$ cat config.mk
export PLATFORM = sky130hd
export DESIGN_NAME = maj7_tt_scanner
export DESIGN_NICKNAME = d
export VERILOG_FILES = /design/src/rtl/maj7_tt_pkg.sv /design/src/rtl/maj7_tt_popcnt_acc.sv /design/src/rtl/maj7_tt_scanner.sv
export SDC_FILE = /design/constraint.sdc
export NUM_CORES = 1
export LEC_CHECK = 0
export BUFFER_PORTS_ARGS = -buffer_cell sky130_fd_sc_hd__clkbuf_2
export CORE_UTILIZATION = 48
export DETAILED_ROUTE_END_ITERATION = 6
export PLACE_DENSITY = 0.78
export SLEW_MARGIN = 30
export SYNTH_ARGS = -nofsm -noshare
export SYNTH_HDL_FRONTEND = slang
export SYNTH_SLANG_ARGS = --single-unit
$ cat constraint.sdc
create_clock -name clk -period 5.5 [get_ports clk]
set_clock_uncertainty 0.1 [all_clocks]
set_input_delay 0.275 -clock clk [delete_from_list [all_inputs] [get_ports clk]]
set_output_delay 0.275 -clock clk [all_outputs]
set_load 0.02 [all_outputs]
$ cat src/rtl/maj7_tt_pkg.sv
// Shared types and helpers for the truth-table scanner.
package maj7_tt_pkg;

    localparam int unsigned N_IN_DEFAULT = 7;
    localparam int unsigned SETTLE_CNT_W = 4;

    // Scanner FSM states
    typedef enum logic [1:0] {
        ST_IDLE        = 2'd0,
        ST_SETTLE_WAIT = 2'd1,
        ST_SAMPLE      = 2'd2,
        ST_DONE        = 2'd3
    } scan_state_e;

    // Truth-table width for an n-input function
    function automatic int unsigned tt_w(input int unsigned n);
        return 32'd1 << n;
    endfunction

endpackage

$ cat src/rtl/maj7_tt_popcnt_acc.sv
// Running count of sampled ones: synchronous clear, increment by one when enabled.
module maj7_tt_popcnt_acc #(
    parameter int unsigned W = 8
) (
    input  logic         clk,
    input  logic         rst,
    input  logic         clr,
    input  logic         inc,
    output logic [W-1:0] count
);

    // Accumulator register; clear has priority over increment
    always_ff @(posedge clk or posedge rst) begin
        if (rst) begin
            count <= '0;
        end else if (clr) begin
            count <= '0;
        end else if (inc) begin
            count <= count + W'(1);
        end
    end

endmodule

$ cat src/rtl/maj7_tt_scanner.sv
// Walks every input vector of an external combinational function, captures
// its truth table and the number of true entries.
// Optional: define TT_COMPARE_EN to compare the finished table with exp_tt.
module maj7_tt_scanner
    import maj7_tt_pkg::*;
#(
    parameter  int unsigned N_IN   = N_IN_DEFAULT,
    parameter  int unsigned SETTLE = 0,
    localparam int unsigned TT_W   = tt_w(N_IN)
) (
    input  logic            clk,
    input  logic            rst,
    input  logic            start,
    output logic [N_IN-1:0] x_out,
    input  logic            f_in,
    output logic            busy,
    output logic            done,
    output logic [TT_W-1:0] tt,
    output logic [N_IN:0]   ones,
    input  logic [TT_W-1:0] exp_tt,
    output logic            match
);

    localparam logic [N_IN-1:0]         IDX_LAST    = '1;
    localparam logic [SETTLE_CNT_W-1:0] SETTLE_LAST =
        (SETTLE == 0) ? '0 : SETTLE_CNT_W'(SETTLE - 1);
    // Every vector starts in SETTLE_WAIT unless no settling is requested
    localparam scan_state_e VEC_FIRST = (SETTLE > 0) ? ST_SETTLE_WAIT : ST_SAMPLE;

    scan_state_e             state, state_next;
    logic [N_IN-1:0]         idx, idx_next;
    logic [TT_W-1:0]         tt_next;
    logic [SETTLE_CNT_W-1:0] settle_cnt, settle_next;
    logic                    busy_next, done_next;
    logic                    acc_clr, acc_inc;
`ifdef TT_COMPARE_EN
    logic                    match_next;
`endif

    assign x_out = idx;

    // State and datapath registers
    always_ff @(posedge clk or posedge rst) begin
        if (rst) begin
            state      <= ST_IDLE;
            idx        <= '0;
            tt         <= '0;
            settle_cnt <= '0;
            busy       <= 1'b0;
            done       <= 1'b0;
        end else begin
            state      <= state_next;
            idx        <= idx_next;
            tt         <= tt_next;
            settle_cnt <= settle_next;
            busy       <= busy_next;
            done       <= done_next;
        end
    end

    // Next-state, datapath updates and registered-output next values
    always_comb begin
        state_next  = state;
        idx_next    = idx;
        tt_next     = tt;
        settle_next = settle_cnt;
        acc_clr     = 1'b0;
        acc_inc     = 1'b0;
`ifdef TT_COMPARE_EN
        match_next  = match;
`endif
        case (state)
            ST_IDLE: begin
                idx_next = '0;
                if (start) begin
                    tt_next     = '0;
                    acc_clr     = 1'b1;
                    settle_next = '0;
                    state_next  = VEC_FIRST;
`ifdef TT_COMPARE_EN
                    match_next  = 1'b0;
`endif
                end
            end
            ST_SETTLE_WAIT: begin
                if (settle_cnt == SETTLE_LAST) begin
                    settle_next = '0;
                    state_next  = ST_SAMPLE;
                end else begin
                    settle_next = settle_cnt + SETTLE_CNT_W'(1);
                end
            end
            ST_SAMPLE: begin
                tt_next[idx] = f_in;
                acc_inc      = f_in;
                if (idx == IDX_LAST) begin
                    state_next = ST_DONE;
`ifdef TT_COMPARE_EN
                    // Compare against the table including the bit sampled now
                    match_next = (tt_next == exp_tt);
`endif
                end else begin
                    idx_next   = idx + N_IN'(1);
                    state_next = VEC_FIRST;
                end
            end
            ST_DONE: begin
                idx_next   = '0;
                state_next = ST_IDLE;
            end
            default: begin
                idx_next   = '0;
                state_next = ST_IDLE;
            end
        endcase
        busy_next = (state_next != ST_IDLE);
        done_next = (state_next == ST_DONE);
    end

`ifdef TT_COMPARE_EN
    // Comparison result, captured on entry to DONE
    always_ff @(posedge clk or posedge rst) begin
        if (rst) begin
            match <= 1'b0;
        end else begin
            match <= match_next;
        end
    end
`else
    logic unused_exp_tt;
    assign unused_exp_tt = ^exp_tt;
    assign match         = 1'b0;
`endif

    maj7_tt_popcnt_acc #(
        .W (N_IN + 1)
    ) u_popcnt_acc (
        .clk   (clk),
        .rst   (rst),
        .clr   (acc_clr),
        .inc   (acc_inc),
        .count (ones)
    );

endmodule

==> flow_metrics.tcl, run 1 <==
set metrics [dict create \
    clk_pin_slew_worst_paths_ns 0.06 \
    grt_pass1_wl_um 31100 \
    fin_crit_ns 2.71 \
    vias_per_cell 6.37 \
    fin_crit_sh 0.492 \
    status "completed" \
    slew_headroom 0.407 \
    start_util 0.498 \
    ir_drop_uv 376 \
    post_cts_buffers 0 \
    grt_pass1_vias 5443 \
    avgSynthCellArea_um2 10.7 \
    rows 42 \
    tightest_slew_ns 0.890 \
    synthesis.area_mm2 0.00670 \
    synth.distinct_cells 48 \
    drtIter0Drc 870 \
    worstSetupStartpointType "register" \
    cts_buffers 17 \
    num_io_pins 278 \
    yosys.area.top_type_share 0.564 \
    port_buffers 148 \
    first_pass_iters 5 \
    fmax_ghz 0.369 \
    hold_viol 0 \
    cap_viol_max_count 0 \
    yosysWarnings 0 \
    antenna_found_initial 1 \
    die_w_um 120 \
    ctsRootBufferMaster "clkbuf_16" \
    synth_seq_area_share 0.564 \
    place.gp.congestion 0.832 \
    drive_gt1_frac 0.258 \
    htree_levels 4 \
    yosys.area.top_type "dfrtp_1" \
    grt-ovfl-total 0 \
    cts.sinks 151 \
    rsz0062_at_grt "false" \
    slew_violations 0 \
    grt_max_degree 113 \
    setup_viol 0 \
    cts_tree "done" \
    coreArea_mm2 0.0135 \
    syn_to_final_growth_pct 18.8 \
    p_total_uw 3760 \
    power_density_mw_per_mm2 473 \
    fin_util 0.592 \
    syn_nets 767 \
    clock_latency_ns 0.42 \
    die_area_mm2 0.0144 \
    p_leak_uw 0.00360 \
    path_class "reg -> reg" \
    cp.arrival_ns 2.88 \
    fin_setup_tns_ns 0 \
    route.detailed.drc 0 \
    worst_ep_required_time_ns 5.67 \
    insertedDiodeCount 0 \
    synthTopCellsByArea "dfrtp_1 56%, o211ai_1 14%, o21ai_1 8.4%" \
    synth.most_common_cell "dfrtp_1" \
    synth-seq-cells 151 \
    syn_inst 628 \
    endpoint_kind "register" \
    finalWirelength_um 20400 \
    hold_class "in -> reg" \
    fin_nets 879 \
    cts_buffer_depth 2 \
    dp.final_hpwl_um 13200 \
    antenna_left 0 \
    post_drt_wl_per_cell_um 22.0 \
    synth_flop_cell "dfrtp_1" \
    fp.dieH_um 120 \
    yosys-top-cells-count "151 x dfrtp_1, 129 x o211ai_1, 112 x o21ai_1" \
    reg2reg_slack_ns 2.79 \
    track_usage 0.290 \
    num_vias 5911 \
    path_max_fanout 18 \
    async_flop_share 1.00 \
    synth_edf_count 0 \
]
[layer usage]
| metal | up-vias | share of wire | global-route usage |
|---|---|---|---|
| met5 | - | 0.0026 | 0 |
| met3 | 43 | 0.12 | 0.0846 |
| met4 | 2 | 0.019 | 0.0969 |
| li1 | 2580 | - | - |
| met1 | 2896 | 0.40 | 0.404 |
| met2 | 390 | 0.45 | 0.431 |
[area by class of cell]
| type | instances | area [µm²] |
|---|---|---|
| Clock buffer | 19 | 433 |
| Clock inverter | 12 | 128 |
| Inverter | 9 | 38.8 |
| Multi-Input combinational cell | 410 | 2590 |
| Timing Repair Buffer | 151 | 773 |
| Tap cell | 176 | 220 |
| Fill cell | 1096 | 5490 |
| Sequential cell | 151 | 3780 |
[worst paths after layout]
path                            startpoint               endpoint  cells after the start
worst max-delay path              x_out[2]                 tt[85]                      4
worst min-delay path                 start          settle_cnt[0]                      3
worst max register to register    x_out[2]                 tt[85]                      4
worst min register to register      tt[36]                 tt[36]                      2
max in group asynchronous              rst  u_popcnt_acc.count[7]                      4
min in group asynchronous              rst                 tt[22]                      3
[worst max-delay path: stages, from the launching register on]
cell,delay [ns]
dfrtp_1,0.69
nand3b_1,0.50
nand2b_1,0.72
o211ai_1,0.41
o21ai_1,0.13
[power breakdown]
| group | internal [µW] | switching, µW |
|---|---|---|
| Combinational | 311 | 847 |
| Sequential | 1280 | 196 |
| Clock | 664 | 464 |
| Total | 2260 | 1510 |
[state kept, by name (all words and copies together), names as in the netlist]
signal	flops
tt	128
u_popcnt_acc.count	8
x_out	7
settle_cnt	4
state	2
busy	1
done	1
[per-stage QoR]
stage	cell area, µm²	setup WS, ns	hold WS (ns)	cells
finish	7960	2.79	0.146	928
CTS	7950	2.58	0.131	928
floorplan	6700	1.06	0.389	628
global route	7960	2.62	0.207	928
global placement	7380	2.84	0.322	896
detailed placement	7380	2.64	0.334	896
[cells by family (layout without fill, tap and decap cells)]
| family | count (synthesis) | count (layout) | share of synthesized area |
|---|---|---|---|
| DFF | 151 | 151 | 0.564 |
| buffers and inverters | 67 | 191 | 0.0510 |
| muxes | 4 | 4 | 0.00710 |
| other | 1 | 1 | 0.000560 |
| xor gates and xnor gates | 8 | 8 | 0.0105 |
| and+or+nand+nor | 110 | 110 | 0.0898 |
| AOI/OAI and AO/OA | 280 | 280 | 0.264 |
| adders and majority gates | 7 | 7 | 0.0131 |
[timing repair]
action | in CTS | in global routing
endpoints found under the hold margin | 80 | 0
hold buffers | 1 | 0
setup endpoints to repair | 0 | 0
resized for setup | 0 | 0
[cells in the final DEF (no fill, tap or decap), types with 2 or more instances in the layout]
| cell type | instances |
|---|---|
| dfrtp_1 | 151 |
| clkbuf_2 | 148 |
| o211ai_1 | 129 |
| o21ai_1 | 112 |
| nand2_1 | 41 |
| o21ai_0 | 21 |
| clkbuf_16 | 17 |
| nand3_1 | 13 |
| nor2_1 | 10 |
| inv_1 | 8 |
| ha_1 | 7 |
| nand2b_1 | 6 |
| or3_1 | 6 |
| clkinv_2 | 5 |
| nand3b_1 | 4 |
| and2_1 | 4 |
| nand4_1 | 4 |
| o22ai_1 | 4 |
| xor2_1 | 4 |
| xnor2_1 | 4 |
| nor3_1 | 4 |
| a21oi_1 | 4 |
| nor3b_2 | 3 |
| inv_6 | 3 |
| or3b_1 | 2 |
| mux2_2 | 2 |
| or3_4 | 2 |
| and2b_1 | 2 |
| nor2b_1 | 2 |
| o221ai_1 | 2 |
| clkinv_4 | 2 |
| bufinv_16 | 2 |
| clkbuf_1 | 2 |
| buf_6 | 2 |
Note: power is estimated with default switching activity, not from simulation.
==> inputs of run 2 (changes only) <==
- clock period: 5.5 -> 2.7 ns (I/O delays scaled with it)
==> flow_metrics.tcl, run 2 (synthesized netlist as in run 1, its figures left out) <==
set metrics [dict create \
    status "completed" \
    slew_violations 0 \
    whs_endpoint "settle_cnt[0]" \
    cp.arrival_ns 2.66 \
    largest_register_ffs 128 \
    path_max_fanout 14 \
    hold_class "in -> reg" \
    path_class "reg -> reg" \
    fin_crit_ns 2.43 \
    grt_pass1_vias 5677 \
    slowest_stage "nand2_1" \
    cts_resized 0 \
    rsz0062_at_grt "false" \
    setup_ws_ns 0.271 \
    tightest_slew_ns 0.685 \
    endpoint_kind "register" \
    insertedDiodeCount 0 \
    fin_crit_sh 0.900 \
    clk_pin_slew_worst_paths_ns 0.06 \
    reg2reg_slack_ns 0.27 \
    vias_per_cell 6.26 \
    worst_ep_required_time_ns 2.93 \
    power_density_mw_per_mm2 968 \
    final_cell_mix "151 x dfrtp_1, 148 x clkbuf_2, 129 x o211ai_1, 112 x o21ai_1, 41 x nand2_1" \
    fin_util 0.609 \
    ctsHoldBuffers 1 \
    track_usage 0.295 \
    fin_nets 895 \
    htree_levels 4 \
    worst-r2r-cell-count 6 \
    cts_tree "done" \
    p_comb_frac 0.312 \
    cts_buffer_depth 2 \
    coreArea_mm2 0.0135 \
    first_pass_iters 5 \
    p_sw_frac 0.385 \
    die_area_mm2 0.0144 \
    cap_viol_max_count 0 \
    ir_drop_uv 731 \
    syn_to_final_growth_pct 22.2 \
    power_frac_clock 0.306 \
    drtIter0Drc 616 \
    num_vias 5911 \
    place.gp.congestion 0.849 \
    holdPathStages 3 \
    reg2reg_to "tt[74]" \
    grt_pass1_wl_um 31800 \
    fin_setup_tns_ns 0 \
    layout_commonest_cell "dfrtp_1" \
    critical_path.max_stage_delay_ns 0.54 \
    hold_viol 0 \
    fp.dieH_um 120 \
    antenna_left 0 \
    grt_max_degree 84 \
    fin_hold_ws_ns 0.0383 \
    cts_buffers 17 \
    clock_latency_ns 0.42 \
    num_io_pins 278 \
    cp_cell_sequence "inv_1 > ha_1 > mux2_4 > nand2_1 > o211ai_1 > o21ai_1" \
    die_w_um 120 \
    finalWirelength_um 20400 \
    fmax_ghz 0.412 \
    drive_gt1_frac 0.272 \
    startpoint "state[0]" \
    rows 42 \
    worstSetupStartpointType "register" \
    cts.sinks 151 \
    antenna_found_initial 0 \
    route.detailed.drc 0 \
    port_buffers 148 \
    place_ws_ns 0.383 \
    intPower_uw 4870 \
    power_frac_seq 0.381 \
    p_leak_uw 0.00371 \
    dp.final_hpwl_um 13800 \
    slew_headroom 0.542 \
    start_util 0.498 \
    fillers 1080 \
    ctsRootBufferMaster "clkbuf_16" \
    post_drt_wl_per_cell_um 21.6 \
    p_switching_uw 3050 \
    setup_viol 0 \
    min-delay-start "start" \
    r2r-start "state[0]" \
    post_cts_buffers 0 \
    top_register "tt" \
    grt-ovfl-total 0 \
]
run 2: area by class of cell:
| type | instances | area (µm²) | area share |
|---|---|---|---|
| Sequential cell | 151 | 3780 | 0.461 |
| Multi-Input combinational cell | 410 | 2590 | 0.316 |
| Timing Repair Buffer | 167 | 961 | 0.117 |
| Clock buffer | 23 | 468 | 0.0571 |
| Tap cell | 176 | 220 | 0.0269 |
| Clock inverter | 9 | 138 | 0.0168 |
| Inverter | 9 | 37.5 | 0.00458 |
run 2: layer usage:
| layer | global-route usage | routed length, µm | share of wire | vias to the layer above |
|---|---|---|---|---|
| met5 | 0 | 0 | 0 | - |
| met2 | 0.464 | 9440 | 0.46 | 336 |
| li1 | - | - | - | 2605 |
| met1 | 0.396 | 8330 | 0.41 | 2937 |
| met4 | 0.0820 | 342 | 0.017 | 0 |
| met3 | 0.0879 | 2340 | 0.11 | 33 |
run 2: critical path, delay by kind of cell, from the launching register on:
kind,cells,cell delay [ns]
buf+inv,1,0.11
compound gates,2,0.39
simple gates,1,0.54
flops,1,0.42
fa+ha+maj,1,0.38
mux,1,0.41
run 2: how the worst max path moves through the flow:
stage	to	slack, ns
after floorplan	busy	0.56
after global placement	tt[90]	0.51
after detailed placement	tt[74]	0.38
after CTS	tt[74]	0.36
after global routing	tt[74]	0.18
final	tt[74]	0.27
run 2: power by group through the flow:
stage / combinational [µW] / clock, µW / sequential (µW)
floorplan: 1220 / 0 / 3300
global placement: 2380 / 0 / 3000
detailed placement: 2440 / 0 / 3040
CTS: 2460 / 2440 / 3010
global route: 2650 / 2550 / 3070
finish: 2480 / 2430 / 3020
run 2: metrics by stage:
step / cell area (µm²) / cells / total power (µW)
after global routing: 8190 / 945 / 8270
final: 8190 / 945 / 7930
after floorplan: 6700 / 628 / 4520
after CTS: 8190 / 945 / 7910
after detailed placement: 7570 / 912 / 5490
after global placement: 7570 / 912 / 5380
